==> config.mk <==
export PLATFORM = sky130hd
export DESIGN_NAME = fetch_unit
export DESIGN_NICKNAME = d
export VERILOG_FILES = /design/src/rtl/fetch_unit.sv
export SDC_FILE = /design/constraint.sdc
export NUM_CORES = 1
export LEC_CHECK = 0
export BUFFER_PORTS_ARGS = -buffer_cell sky130_fd_sc_hd__buf_2
export CORE_UTILIZATION = 54
export DETAILED_ROUTE_END_ITERATION = 10
export HOLD_SLACK_MARGIN = 0.05
export PLACE_DENSITY = 0.84
export SLEW_MARGIN = 40
export SYNTH_ARGS = -nofsm -noshare
export SYNTH_HDL_FRONTEND = slang
export SYNTH_SLANG_ARGS = --single-unit
==> constraint.sdc <==
create_clock -name clk -period 2.8 [get_ports clk]
set_input_delay 0.42 -clock clk [delete_from_list [all_inputs] [get_ports clk]]
set_output_delay 0.42 -clock clk [all_outputs]
set_load 0.02 [all_outputs]
==> src/rtl/fetch_unit.sv <==
// ============================================================================
// Module   : fetch_unit
// Function : Instruction fetch stage. PC, valid/ready instruction-memory
//            read, stall hold and branch redirect with stale-response drain.
// Revision : 1.0 - initial release
// ============================================================================
`default_nettype none

module fetch_unit #(
  parameter int                 ADDR_W   = 8,
  parameter logic [ADDR_W-1:0]  RESET_PC = '0
) (
  input  logic              clk,
  input  logic              rst_n,
  output logic              imem_req,
  output logic [ADDR_W-1:0] imem_addr,
  input  logic              imem_ready,
  input  logic [15:0]       imem_rdata,
  output logic [15:0]       instr,
  output logic              instr_valid,
  output logic [ADDR_W-1:0] pc_out,
  input  logic              stall,
  input  logic              redirect_valid,
  input  logic [ADDR_W-1:0] redirect_pc
);

  typedef enum logic [1:0] {
    S_IDLE  = 2'd0,
    S_REQ   = 2'd1,
    S_HAVE  = 2'd2,
    S_DRAIN = 2'd3
  } state_t;

  state_t              r_state, w_state;
  logic [ADDR_W-1:0]   r_pc, w_pc;
  logic                r_req, w_req;
  logic [ADDR_W-1:0]   r_addr, w_addr;
  logic [15:0]         r_instr, w_instr;
  logic                r_valid, w_valid;
  logic [ADDR_W-1:0]   r_pc_out, w_pc_out;
  logic                w_take;

  assign w_take = r_valid & ~stall;

  always_comb begin
    w_state  = r_state;
    w_pc     = r_pc;
    w_req    = r_req;
    w_addr   = r_addr;
    w_instr  = r_instr;
    w_valid  = r_valid;
    w_pc_out = r_pc_out;

    case (r_state)
      S_IDLE: begin
        w_state = S_REQ;
        w_req   = 1'b1;
        w_addr  = redirect_valid ? redirect_pc : r_pc;
        if (redirect_valid) w_pc = redirect_pc;
      end
      S_REQ: begin
        if (redirect_valid) begin
          w_pc = redirect_pc;
          // An accepted request may be replaced; an outstanding one must be drained.
          if (imem_ready) w_addr = redirect_pc;
          else            w_state = S_DRAIN;
        end else if (imem_ready) begin
          w_instr  = imem_rdata;
          w_pc_out = r_addr;
          w_valid  = 1'b1;
          w_pc     = r_pc + 1'b1;
          w_req    = 1'b0;
          w_state  = S_HAVE;
        end
      end
      S_HAVE: begin
        if (redirect_valid) begin
          w_pc    = redirect_pc;
          w_valid = 1'b0;
          w_req   = 1'b1;
          w_addr  = redirect_pc;
          w_state = S_REQ;
        end else if (w_take) begin
          w_valid = 1'b0;
          w_req   = 1'b1;
          w_addr  = r_pc;
          w_state = S_REQ;
        end
      end
      S_DRAIN: begin
        if (redirect_valid) w_pc = redirect_pc;
        // Stale response is dropped; reissue at the latest target.
        if (imem_ready) begin
          w_addr  = redirect_valid ? redirect_pc : r_pc;
          w_state = S_REQ;
        end
      end
      default: w_state = S_IDLE;
    endcase
  end

  always_ff @(posedge clk or negedge rst_n) begin
    if (!rst_n) begin
      r_state  <= S_IDLE;
      r_pc     <= RESET_PC;
      r_req    <= 1'b0;
      r_addr   <= RESET_PC;
      r_instr  <= 16'h0000;
      r_valid  <= 1'b0;
      r_pc_out <= RESET_PC;
    end else begin
      r_state  <= w_state;
      r_pc     <= w_pc;
      r_req    <= w_req;
      r_addr   <= w_addr;
      r_instr  <= w_instr;
      r_valid  <= w_valid;
      r_pc_out <= w_pc_out;
    end
  end

  assign imem_req    = r_req;
  assign imem_addr   = r_addr;
  assign instr       = r_instr;
  assign instr_valid = r_valid;
  assign pc_out      = r_pc_out;

endmodule

`default_nettype wire

After elaboration in Yosys (flattened, before gate mapping):

Cells that the tools add are included.
W data, S select, Z words.

* output and inout bits: 34
* word-level logic and storage cells: 57
* register bits: 44
* bits of input ports: 29

* bitwise operators: 3
* $add $sub $neg: 1
* muxes and demuxes: 27
* equal/unequal tests: 10
* reductions and logical operators: 9

Operators with widths (count)
* $mux W8: 8
* $pmux W8 S4: 1
* $pmux W8 S2: 1
* $reduce_and A4 Y1: 4
* $mux W2: 6
* $ne A3 B3 Y1 const B: 3
* $add A8 B1 Y8 const B: 1
* $mux W1: 8
* $ne A2 B2 Y1 const B: 4
* $pmux W2 S4: 1
* $eq A2 B2 Y1 const B: 2
* $pmux W1 S3: 1
* $reduce_and A3 Y1: 1
* $reduce_bool A3 Y1: 1
* $reduce_or A3 Y1: 1
* $eq A2 B1 Y1 const B: 1
* $logic_not A2 Y1: 1
* $not A1 Y1: 2
* $pmux W1 S2: 1
* $reduce_bool A2 Y1: 1
* $and A1 B1 Y1: 1

Logic depth before layout (Yosys ltp):

Gate-level depths: netlist (run 1).

* word-level depth: 5
* depth in mapped cells: 5
* gate-level depth less buffers: 5

Worst setup path after synthesis (run 1):

OpenSTA, ideal clock, no wires.

* kind: register to register
* start: register r_state[0]
* end: register r_addr[0], in the netlist imem_addr[0]
* path slack: 1.294 ns
* required time: 2.675 ns
* library setup time: 0.125 ns
* arrival time: 1.381 ns
* path buffers: 0
* period minus slack after synthesis: 1.506 ns
* cell stages (with the launch flop): 5
* cells stage by stage: dfrtp_1 > and2b_2 > nor2_4 > mux2_2 > mux2_2

* cells in the longest elaborated chain, start to end: 3
* elaborated cells on any way between the ends: 10
* those cells by class: eq/ne (7); mux (1); reduce/logical (2)

RTL lines
* start, declared: RTL line 34 `state_t r_state, w_state;`
* start signal, assigned: RTL line 112 `r_state <= w_state;`
* $eq A2 B2 Y1 / $eq A2 B1 Y1 (equally long branches): RTL line 54 `case (r_state)`
* $ne A3 B3 Y1 (no line) / $ne A2 B2 Y1 (equally long branches)
* $reduce_and A4 Y1 (no line)
* end signal, assigned: RTL line 115 `r_addr <= w_addr;`
* end, declared: RTL line 37 `logic [ADDR_W-1:0] r_addr, w_addr;`

Several ways; a longest one is shown, not always the timed one.
A chain may end at the register's enable or synchronous reset.

Worst setup path in the final report (run 1):

* start: register r_state[1]
* end: register r_instr[13], in the netlist instr[13]

* cells in the longest elaborated chain, start to end: 2

RTL lines
* $eq A2 B1 Y1: RTL line 54
* $reduce_and A3 Y1 (no line)
* end signal, assigned: RTL line 116 `r_instr <= w_instr;`
* end, declared: RTL line 38 `logic [15:0] r_instr, w_instr;`

No other way between the ends.

==> results of run 1 <==
[synth_stat cells, drive strengths merged, types with 3 or more instances]
| master | n |
|---|---|
| mux2 | 41 |
| inv | 3 |
| o21ai | 9 |
| dfrtp | 44 |
| nor2 | 3 |
| xnor2 | 3 |
| nand2 | 9 |
| buf | 3 |
| xor2 | 4 |
| a21oi | 5 |
[registers in the layout (all words and copies together) (netlist names)]
signal,flops
r_state,2
instr,16
instr_valid,1
pc_out,8
r_pc,8
imem_addr,8
imem_req,1
[area by class of cell]
class                   count  area [sq um]  area share [%]
flip-flops and latches     44          1100            46.7
multi-input cells          92           783            33.2
repair buffers             64           330            14.0
well taps                  46          57.6            2.44
clock buffers               6          41.3            1.75
clock inverters             2          35.0            1.48
inverters                   3          11.3           0.477
[power breakdown]
part           internal [mW]  switching (mW)  leakage, nW
clock                  0.187           0.194       0.0422
combinational          0.300           0.394        0.541
sequential             0.814           0.113        0.518
[worst max path at each step]
| stage | endpoint | start | slack [ns] | cells after the start |
|---|---|---|---|---|
| detailed placement | instr[13] | imem_ready | 0.85 | 5 |
| finish | instr[13] | r_state[1] | 0.84 | 4 |
| CTS | instr[13] | r_state[1] | 0.82 | 4 |
| global placement | instr[1] | imem_ready | 0.96 | 5 |
| floorplan | imem_addr[0] | r_state[0] | 1.29 | 4 |
| global route | instr[1] | r_state[1] | 0.72 | 4 |
[routing by layer]
| metal | share of wire [%] | GRT usage, % |
|---|---|---|
| met5 | 0 | 0 |
| met4 | 1.5 | 8.25 |
| met3 | 4.4 | 6.63 |
| met2 | 54 | 37.9 |
| met1 | 40 | 26.7 |
[repair_timing]
action	CTS	global route
hold buffers	1	0
endpoints found under the hold margin	12	0
setup buffers	0	0
[cells by family (layout without fill, tap and decap cells)]
kind of cell               Yosys count  after routing
and+or+nand+nor                     27             27
xor gates and xnor gates             7              7
adders and majority gates            1              1
AOI/OAI and AO/OA                   15             15
muxes                               42             42
DFF                                 44             44
buffers and inverters                8             75
[worst register-to-register path, cell delays in order (launching register included)]
cell and delay [ns]:
dfrtp_1 0.46, nand3b_1 0.28, nor2_2 0.41, buf_4 0.33, mux2_2 0.37
==> impl_metrics.json, run 1 <==
{
  "power_mw": 2.00,
  "min-delay-start": "redirect_pc[1]",
  "powerDensity_nw_per_um2": 849,
  "area_growth_pct": 22.2,
  "synth_mux_area_share_pct": 24.4,
  "io_buffers": 62,
  "ys_types": 29,
  "placed_cell_area_sq_um": 2270,
  "hold_slack_ns": 0.286,
  "place_ws_ns": 0.846,
  "finalWirelength_um": 3940,
  "final_cell_mix": "buf_2 (61), dfrtp_1 (44), mux2_2 (41)",
  "tns_ns": 0,
  "path_buf_inv": 1,
  "grtUsageTotal_pct": 22.2,
  "die_x_um": 61.8,
  "crit_family": "simple AND/OR/NAND/NOR gates",
  "place_inst": 248,
  "max_freq_mhz": 511,
  "startpoint_type": "flip-flop",
  "period_share_pct": 69.8,
  "grt_max_degree": 45,
  "crit_path_top_delay_cell": "dfrtp_1",
  "relSlewSlack_pct": 63.7,
  "leakagePower_nw": 1.10,
  "insertion_delay_ns": 0.35,
  "yosys.area_share.xor_xnor_pct": 3.18,
  "worstHoldPathCells": 3,
  "worstReg2RegStart": "r_state[1]",
  "synth_top_family_by_area": "multiplexers",
  "fp.dieH_um": 61.8,
  "ys.flop_type": "dfrtp_1",
  "synth_edf_count": 0,
  "final_nets": 240,
  "cp.required_ns": 3.05,
  "fin_ws_ns": 0.844,
  "drt-vias-per-instance": 5.36,
  "n_fill_cell": 257,
  "status": "completed",
  "finalSetupViolations": 0,
  "synth-seq-cells": 44,
  "stdcell_area_sq_um": 2360,
  "min_period_ns": 1.96,
  "syn_nets": 174,
  "gp_congestion": 0.870,
  "synth_compound_area_share_pct": 4.15,
  "dr.pass1.iters": 4,
  "clkSlewWorstSetupHoldPaths_ns": 0.12,
  "synthesis.area_sq_um": 1930,
  "dieArea_sq_um": 3820,
  "syn_inst": 144,
  "cts-root-buf": "clkbuf_4",
  "drv_cap": 0,
  "ant_nets": 0,
  "stdcell_count": 257,
  "final_common_cell": "buf_2",
  "route.vias.total": 1377,
  "timing.critical_path.cells": "nand3b_1 -> nor2_2 -> buf_4 -> mux2_2",
  "async_flop_share_pct": 100,
  "finClkSkew_ns": 0.00982,
  "r2r_setup_slack_ns": 0.84,
  "drc": 0,
  "drive_above_1_share_pct": 55.9,
  "antenna_found_initial": 0,
  "start_util_pct": 57.0,
  "cp_slowest_stage_delay_ns": 0.46,
  "cts_max_path_buffers": 2,
  "ios": 63,
  "yosys.area.top_type": "dfrtp_1",
  "yosys.area.top_type_share_pct": 57.0,
  "cts_tree": "yes",
  "dp_hpwl_um": 2890,
  "drt_first_iter_violations": 40,
  "crit_type": "flip-flop to flip-flop",
  "hold_end": "r_pc[1]",
  "ir_drop_mv": 0.553,
  "cts_htree_levels": 2,
  "ys_seq_area_share_pct": 57.0,
  "grt_setup_unrepaired": "no",
  "min_path_type": "input pin to flip-flop",
  "worst_slew_pin_slew_ns": 0.544,
  "grt_pass1_wl_um": 5910,
  "num_antenna_cells": 0,
  "synthSimpleGateAreaFrac_pct": 8.17,
  "synthTopCellsByArea": "dfrtp_1 (57%), mux2_2 (24%), o21ai_0 (2.1%)",
  "cts_resized": 0,
  "finalHoldViolations": 0,
  "synth_fa_ha_area_share_pct": 0.648,
  "grt_pass1_vias": 1296,
  "core_area_sq_um": 3390,
  "drt-wirelength-per-cell_um": 15.3,
  "numCtsBuffers": 5,
  "syn_area_per_cell_sq_um": 13.4,
  "endpoint_kind": "flip-flop",
  "cp.arrival_ns": 2.21,
  "grt.overflow.total": 0,
  "yosysWarnings": 0,
  "reg2reg_depth": 4,
  "final_core_util_pct": 69.6,
  "drv_slew": 0,
  "crit_fanout": 16,
  "cts_sinks": 44,
  "rows": 21,
  "r2r_end": "instr[13]"
}
Power figures use the tool's default switching activity.
==> inputs of run 2 (changes only) <==
CORE_UTILIZATION = 50   (was 54)
PLACE_DENSITY = 0.79   (was 0.84)
clock period = 1.9 ns   (was 2.8 ns; I/O delays follow)
==> impl_metrics.json, run 2 (synthesis results as in run 1) <==
{
  "cts_sinks": 44,
  "crit_fanout": 8,
  "finClkSkew_ns": 0.00526,
  "numCtsBuffers": 5,
  "finalWirelength_um": 3770,
  "final_nets": 241,
  "startpoint_type": "flip-flop",
  "stdcell_area_sq_um": 2400,
  "drc": 0,
  "grt.overflow.total": 0,
  "grtUsageTotal_pct": 20.3,
  "dieArea_sq_um": 4110,
  "clkSlewWorstSetupHoldPaths_ns": 0.08,
  "ir_drop_mv": 0.778,
  "grt_max_degree": 45,
  "relSlewSlack_pct": 63.9,
  "min_path_type": "input pin to asynchronous set/reset pin",
  "post_cts_buffers": 0,
  "drt-vias-per-instance": 5.22,
  "postCtsHoldBufs": 0,
  "finalHoldViolations": 0,
  "max_freq_mhz": 589,
  "finalSetupViolations": 0,
  "grt_pass1_vias": 1346,
  "crit_family": "compound AO/OA/AOI/OAI gates",
  "ios": 63,
  "grt_pass1_wl_um": 6180,
  "final_common_cell": "buf_2",
  "cp.arrival_ns": 1.88,
  "cp.required_ns": 2.08,
  "insertion_delay_ns": 0.29,
  "fp.dieH_um": 64.1,
  "drt_first_iter_violations": 41,
  "hold_slack_ns": 0.0601,
  "area_growth_pct": 24.3,
  "dp_hpwl_um": 2690,
  "cp.depth": 4,
  "path_buf_inv": 0,
  "io_buffers": 62,
  "r2r_end": "imem_addr[2]",
  "drive_above_1_share_pct": 56.7,
  "powerDensity_nw_per_um2": 1280,
  "num_antenna_cells": 0,
  "final_cell_mix": "buf_2 (62), dfrtp_1 (44), mux2_2 (41)",
  "cts_max_path_buffers": 2,
  "min_period_ns": 1.70,
  "die_x_um": 64.1,
  "tns_ns": 0,
  "antenna_found_initial": 0,
  "cts_resized": 0,
  "reg2reg_depth": 4,
  "cts_tree": "yes",
  "placed_cell_area_sq_um": 2300,
  "crit_type": "flip-flop to flip-flop",
  "drv_slew": 0,
  "status": "completed",
  "worstReg2RegStart": "r_state[1]",
  "start_util_pct": 52.3,
  "place_inst": 252,
  "drt-wirelength-per-cell_um": 14.6,
  "largest_register_ffs": 16,
  "r2r_setup_slack_ns": 0.20,
  "cts_htree_levels": 2,
  "drv_cap": 0,
  "cp_slowest_stage_delay_ns": 0.44,
  "ant_nets": 0,
  "cts-root-buf": "clkbuf_8",
  "crit_path_top_delay_cell": "dfrtp_1",
  "dr.pass1.iters": 4,
  "grt_setup_unrepaired": "no",
  "worst_slew_pin_slew_ns": 0.542,
  "route.vias.total": 1346,
  "rows": 22,
  "timing.critical_path.cells": "and2b_2 -> a21oi_1 -> o21ai_2 -> mux2_2",
  "endpoint_kind": "flip-flop",
  "gp_congestion": 0.801,
  "period_share_pct": 89.4,
  "core_area_sq_um": 3690,
  "stdcell_count": 258,
  "leakagePower_nw": 1.12
}
run 2: changes by cell type in the layout (fill, tap and decap cells not counted):
cell           before  now
clkinv_2            1    0
clkbuf_8            0    5
buf_2              61   62
buf_12              0    1
clkbuf_4            5    0
dlygate4sd3_1       1    0
clkbuf_1            1    0
run 2: area by class of cell:
cell class	count	area [sq um]
sequential	44	1100
fill	288	1290
multi-input combinational	92	783
tap	48	60.1
inverter	3	11.3
timing repair buffer	65	345
clock inverter	1	30.0
clock buffer	5	68.8
run 2: how the worst max path moves through the flow:
stage,start,end,slack [ns]
finish,r_state[1],imem_addr[2],0.20
global route,r_state[0],imem_addr[2],0.11
CTS,r_state[1],imem_addr[2],0.20
detailed placement,r_state[1],imem_addr[2],0.23
global placement,r_state[0],imem_addr[7],0.32
floorplan,r_state[0],imem_addr[0],0.39
run 2: metrics by stage:
step	setup WS (ns)	power (mW)	util, %
2_1_floorplan	0.394	2.03	-
3_3_place_gp	0.322	2.37	62.4
3_5_place_dp	0.226	2.41	62.4
4_1_cts	0.196	3.09	65.1
5_1_grt	0.108	3.21	65.1
6_report	0.201	3.06	65.1
run 2: power breakdown:
part           switching (mW)  leakage [nW]  internal [mW]
registers               0.162         0.518           1.20
logic                   0.579         0.549          0.448
clock network           0.294        0.0501          0.377
total                    1.03          1.12           2.03
run 2: per-layer routing:
layer | share of wire (%) | GRT usage, % | vias up
met1 | 42 | 24.7 | 650
met4 | 2.4 | 11.1 | 0
met5 | 0 | 0 | -
met2 | 49 | 31.5 | 45
met3 | 6.7 | 7.14 | 9
li1 | - | - | 642
